File: config.mk
export PLATFORM = sky130hd
export DESIGN_NAME = integer_sqrt_nr
export DESIGN_NICKNAME = d
export VERILOG_FILES = /design/src/rtl/sqrt_pkg.sv /design/src/rtl/sqrt_nr_step.sv /design/src/rtl/integer_sqrt_nr.sv
export SDC_FILE = /design/constraint.sdc
export NUM_CORES = 1
export LEC_CHECK = 0
export CORE_MARGIN = 2
export CORE_UTILIZATION = 52
export DETAILED_ROUTE_END_ITERATION = 8
export MAX_ROUTING_LAYER = met4
export PLACE_DENSITY = 0.85
export SKIP_LAST_GASP = 1
export SYNTH_ARGS = -nofsm -noshare
export SYNTH_HDL_FRONTEND = slang
export SYNTH_HIERARCHICAL = 1
export SYNTH_SLANG_ARGS = --single-unit
export TNS_END_PERCENT = 30
File: constraint.sdc
create_clock -name clk -period 4.45 [get_ports clk]
set_input_delay 0.89 -clock clk [delete_from_list [all_inputs] [get_ports clk]]
set_output_delay 0.89 -clock clk [all_outputs]
set_load 0.005 [all_outputs]
File: src/rtl/sqrt_pkg.sv
// Shared types and elaboration helpers for the non-restoring integer square root unit.
package sqrt_pkg;

  typedef enum logic [1:0] {IDLE, CALC, FIX, DONE} state_e;

  // Number of CALC cycles: H root bits, STEPS of them per cycle.
  function automatic int sqrt_iters(int width, int steps);
    return (width / 2) / steps;
  endfunction

  // Legal parameter combinations: even width in 4..64, STEPS dividing WIDTH/2.
  function automatic bit sqrt_width_ok(int width, int steps);
    return (width % 2 == 0) && (width >= 4) && (width <= 64) &&
           (steps >= 1) && ((width / 2) % steps == 0);
  endfunction

endpackage

File: src/rtl/sqrt_nr_step.sv
// One non-restoring square-root iteration: consumes two radicand bits, yields one root bit.
module sqrt_nr_step #(
  parameter int H = 16
) (
  input  logic [H-1:0] q,
  input  logic [H+1:0] r,
  input  logic [1:0]   d,
  output logic [H-1:0] q_nxt,
  output logic [H+1:0] r_nxt
);

  logic [H+1:0] r_sh;

  // The top bits of r<<2 may wrap; the true r' always fits in H+2 bits, so modular math is exact.
  assign r_sh  = (r << 2) | {{H{1'b0}}, d};
  assign r_nxt = r[H+1] ? (r_sh + {q, 2'b11}) : (r_sh - {q, 2'b01});
  assign q_nxt = {q[H-2:0], ~r_nxt[H+1]};

endmodule

File: src/rtl/integer_sqrt_nr.sv
// Handshaked multi-cycle integer square root: root = floor(sqrt(x)), rem = x - root^2.
module integer_sqrt_nr
  import sqrt_pkg::*;
#(
  parameter int WIDTH = 32,
  parameter int STEPS = 1
) (
  input  logic             clk,
  input  logic             rst,
  input  logic             flush,
  input  logic             in_valid,
  output logic             in_ready,
  input  logic [WIDTH-1:0] in_data,
  output logic             out_valid,
  input  logic             out_ready,
  output logic [WIDTH/2-1:0] root,
  output logic [WIDTH/2:0]   rem
);

  localparam int H  = WIDTH / 2;
  localparam int N  = sqrt_iters(WIDTH, STEPS);
  localparam int CW = (N > 1) ? $clog2(N) : 1;
  localparam logic [CW-1:0] CNT_LAST = CW'(N - 1);

  if (!sqrt_width_ok(WIDTH, STEPS)) begin : g_bad_params
    $error("integer_sqrt_nr: WIDTH must be even in 4..64 and STEPS must divide WIDTH/2");
  end

  state_e           state_q, state_d;
  logic [WIDTH-1:0] op;
  logic [H-1:0]     q;
  logic [H+1:0]     r;
  logic [CW-1:0]    cnt;
  logic [H-1:0]     root_q;
  logic [H:0]       rem_q;
  logic             out_valid_q;

  logic [STEPS:0][H-1:0] qc;
  logic [STEPS:0][H+1:0] rc;
  logic [H+1:0]          r_fix;

  assign qc[0] = q;
  assign rc[0] = r;

  for (genvar j = 0; j < STEPS; j++) begin : g_step
    sqrt_nr_step #(.H(H)) u_step (
      .q    (qc[j]),
      .r    (rc[j]),
      .d    (op[WIDTH-1-2*j -: 2]),
      .q_nxt(qc[j+1]),
      .r_nxt(rc[j+1])
    );
  end

  // A negative final remainder is restored by adding back 2q+1.
  assign r_fix = r[H+1] ? (r + {1'b0, q, 1'b1}) : r;

  assign in_ready  = (state_q == IDLE);
  assign out_valid = out_valid_q;
  assign root      = root_q;
  assign rem       = rem_q;

  // State register.
  always_ff @(posedge clk or posedge rst) begin
    if (rst) state_q <= IDLE;
    else     state_q <= state_d;
  end

  // Next-state logic; flush overrides every transition.
  always_comb begin
    state_d = state_q;
    unique case (state_q)
      IDLE:    if (in_valid)       state_d = CALC;
      CALC:    if (cnt == '0)      state_d = FIX;
      FIX:                         state_d = DONE;
      DONE:    if (out_ready)      state_d = IDLE;
      default:                     state_d = IDLE;
    endcase
    if (flush) state_d = IDLE;
  end

  // Datapath: capture operand, run STEPS iterations per CALC cycle, correct and publish.
  always_ff @(posedge clk or posedge rst) begin
    if (rst) begin
      op          <= '0;
      q           <= '0;
      r           <= '0;
      cnt         <= '0;
      root_q      <= '0;
      rem_q       <= '0;
      out_valid_q <= 1'b0;
    end else if (flush) begin
      root_q      <= '0;
      rem_q       <= '0;
      out_valid_q <= 1'b0;
    end else begin
      unique case (state_q)
        IDLE: if (in_valid) begin
          op  <= in_data;
          q   <= '0;
          r   <= '0;
          cnt <= CNT_LAST;
        end
        CALC: begin
          op <= op << (2 * STEPS);
          q  <= qc[STEPS];
          r  <= rc[STEPS];
          if (cnt != '0) cnt <= cnt - CW'(1);
        end
        FIX: begin
          r           <= r_fix;
          root_q      <= q;
          rem_q       <= r_fix[H:0];
          out_valid_q <= 1'b1;
        end
        DONE: if (out_ready) out_valid_q <= 1'b0;
        default: ;
      endcase
    end
  end

endmodule

==> impl_metrics.yaml <==
layout:
  fillers: 1073
  layout-drive-gt1-share: 0.0636
  layout.nets: 841
  diodes: 0
  syn_to_final_growth_pct: 15.3
power:
  power_frac_comb: 0.545
  clkPwrFrac: 0.161
  seqPwrFrac: 0.294
  internal_power_uw: 2820
  p_per_area_nw_per_um2: 641
  vdd_drop_max_mv: 0.322
  cellLeakagePower_uw: 0.00336
  p_switching_uw: 2130
  p_sw_frac: 0.431
clock_network:
  cts.sinks: 106
  clkLatencyLatePin_ns: 0.36
  post_cts_buffers: 0
  cts_tree: "done"
  cts_root_buffer: "clkbuf_16"
  path_clk_slew_ns: 0.07
  hold_buffers: 0
  numCtsBuffers: 9
  cts-htree-levels: 3
  cts_resized: 0
  cts_max_path_buffers: 2
synth:
  yosys.cell_types.count: 70
  syn_inst: 726
  synth_seq_cells: 106
  syn-cell-area_sq_um: 6710
  synth_edf_count: 0
  synth_top_area_share: 0.395
  synth_area_leader_cell: "dfrtp_1"
  synthFlopType: "dfrtp_1"
  async_flop_share: 1.00
  yosys_warnings: 6
  synth_nets: 801
  seq_area_frac_synth: 0.395
  synthTopCellsByArea: "dfrtp_1, mux2i_1, ha_1"
  synth_area_per_cell_sq_um: 9.25
timing:
  layout_min_cycle_time_ns: 2.79
  hold_viol_final: 0
  slew_headroom: 0.332
  fin_setup_tns_ns: 0
  worst_slew_pin_slew_ns: 1.00
  drv_slew: 0
  fmax_mhz: 358
  timing.final.crit_share: 0.627
  whs_ns: 0.484
  rsz0062_at_grt: "no"
  setup_violations: 0
  fin_worst_skew_ns: 0.0112
die:
  coreArea_sq_um: 12600
  ios: 72
  fp.dieW_um: 118
  die_y_um: 118
  num_rows: 41
  start_util: 0.532
  dieArea_sq_um: 13800
routing:
  routed_via_density: 5.83
  vias: 5490
  wirelength_um: 16000
  drt_iter0_markers: 385
  drtPass1Iterations: 4
  drc: 0
  wl_per_cell_um: 16.9
  ant_nets: 0
hold_path:
  worstHoldPathCells: 2
  min_path_type: "reg2reg"
global_route:
  grt_pass1_wl_um: 26800
  grt_max_degree: 72
  track_usage: 0.244
  grt_pass1_vias: 5283
  grt_antenna_before_repair: 0
  gr-total-overflow: 0
worst_setup_path:
  cp.required_ns: 4.68
  cp_max_fo: 5
  cp-start-kind: "flop"
  crit_arrival_ns: 3.02
  reg2reg_depth: 9
  crit_path_end_kind: "flop"
  path_class: "reg2reg"
placed_design:
  portBuffers: 71
  dp_hpwl_um: 11600
  gp_routability_congestion: 0.932
run:
  maxCapViolCount: 0
status:
  outcome: "finished clean"
## cell type report
class,count,area [sq um],share of cell area
Tap cell,172,215,0.0278
Clock buffer,10,229,0.0296
Sequential cell,106,2650,0.343
Timing Repair Buffer,80,778,0.101
Inverter,24,92.6,0.0120
Clock inverter,5,62.6,0.00808
Multi-Input combinational cell,545,3710,0.479
## state kept, by name, indices dropped and copies added (netlist names)
name / cells
r: 18
q: 16
out_valid: 1
state_q: 2
op: 32
rem: 17
cnt: 4
root: 16
## through the flow
| stage | total power (uW) | cells | setup slack [ns] | util | instance area [sq um] |
|---|---|---|---|---|---|
| after floorplan | 3490 | 726 | 0.771 | - | 6710 |
| after global placement | 4060 | 927 | 1.46 | 0.590 | 7450 |
| after detailed placement | 4120 | 927 | 1.40 | 0.590 | 7450 |
| after CTS | 4930 | 942 | 1.68 | 0.613 | 7740 |
| after global routing | 5330 | 942 | 1.49 | 0.613 | 7740 |
| final | 4960 | 942 | 1.66 | 0.613 | 7740 |
## layout by cell type, fill, tap and decap left out, types with 5 or more instances in the layout
master	n
inv_1	21
a211oi_1	8
a21o_1	7
and3_1	6
nand3_1	12
clkdlybuf4s50_1	71
o21ai_0	58
nor2_1	55
a21oi_1	49
xor2_1	9
nand2b_1	5
nor3_1	6
clkbuf_16	9
dfrtp_1	106
o211ai_1	9
buf_4	9
xnor2_1	36
a22o_1	17
a22oi_1	7
nand2_1	90
ha_1	35
mux2i_1	52
a31oi_1	5
and2_1	5
## metal layers
metal	up-vias	GRT usage	share of wire
li1	2650	-	-
met1	2650	0.324	0.44
met2	155	0.379	0.48
met3	35	0.0422	0.055
met4	0	0.0881	0.026
met5	-	-	0
## cells by family (layout without fill, tap and decap cells)
family	after synthesis	in the layout	share of synthesized area
adders and majority gates	38	38	0.0719
muxes	56	56	0.0842
DFF	106	106	0.395
buffers and inverters	75	119	0.0533
AOI/OAI and AO/OA	203	203	0.199
and+or+nand+nor	203	203	0.138
xor gates and xnor gates	45	45	0.0587
## worst paths after layout
check                           startpoint      end  slack, ns
min in group asynchronous              rst  root[4]       1.07
worst max-delay path                  r[0]  rem[14]       1.66
worst min-delay path                op[11]   op[11]       0.48
worst max register to register        r[0]  rem[14]       1.66
worst min register to register      op[11]   op[11]       0.48
max in group asynchronous              rst  rem[12]       2.55
## synth_stat cells, types with 4 or more instances
| library cell | instances |
|---|---|
| nand2b_1 | 5 |
| inv_1 | 22 |
| nand2_1 | 90 |
| nand3_1 | 12 |
| o211ai_1 | 9 |
| a31oi_1 | 5 |
| nor3_1 | 6 |
| nor2_1 | 55 |
| mux2_2 | 4 |
| clkbuf_1 | 17 |
| o21ai_0 | 58 |
| ha_1 | 37 |
| buf_2 | 9 |
| a21o_1 | 7 |
| a21oi_1 | 49 |
| and3_1 | 6 |
| a32oi_1 | 4 |
| xor2_1 | 9 |
| a22o_1 | 17 |
| a211oi_1 | 8 |
| xnor2_1 | 36 |
| o21bai_1 | 4 |
| buf_1 | 7 |
| mux2i_1 | 52 |
| buf_4 | 17 |
| dfrtp_1 | 106 |
| a22oi_1 | 7 |
| o21a_1 | 4 |
| and2_1 | 5 |
## power groups by stage
| stage | Sequential, uW | Combinational, uW | Clock (uW) |
|---|---|---|---|
| finish | 1460 | 2700 | 798 |
| CTS | 1450 | 2670 | 805 |
| global placement | 1450 | 2610 | 0 |
| floorplan | 1380 | 2120 | 0 |
| global route | 1490 | 3000 | 849 |
| detailed placement | 1460 | 2650 | 0 |
## worst max-delay path, stage by stage, from the launching register on
cell      delay (ns)
dfrtp_1         0.48
inv_1           0.12
fa_1            0.43
nand2b_1        0.19
a21oi_1         0.23
o21ai_0         0.23
a211o_2         0.36
and3_1          0.19
o31ai_1         0.31
a21oi_1         0.12
(Power assumes the default switching activity.)
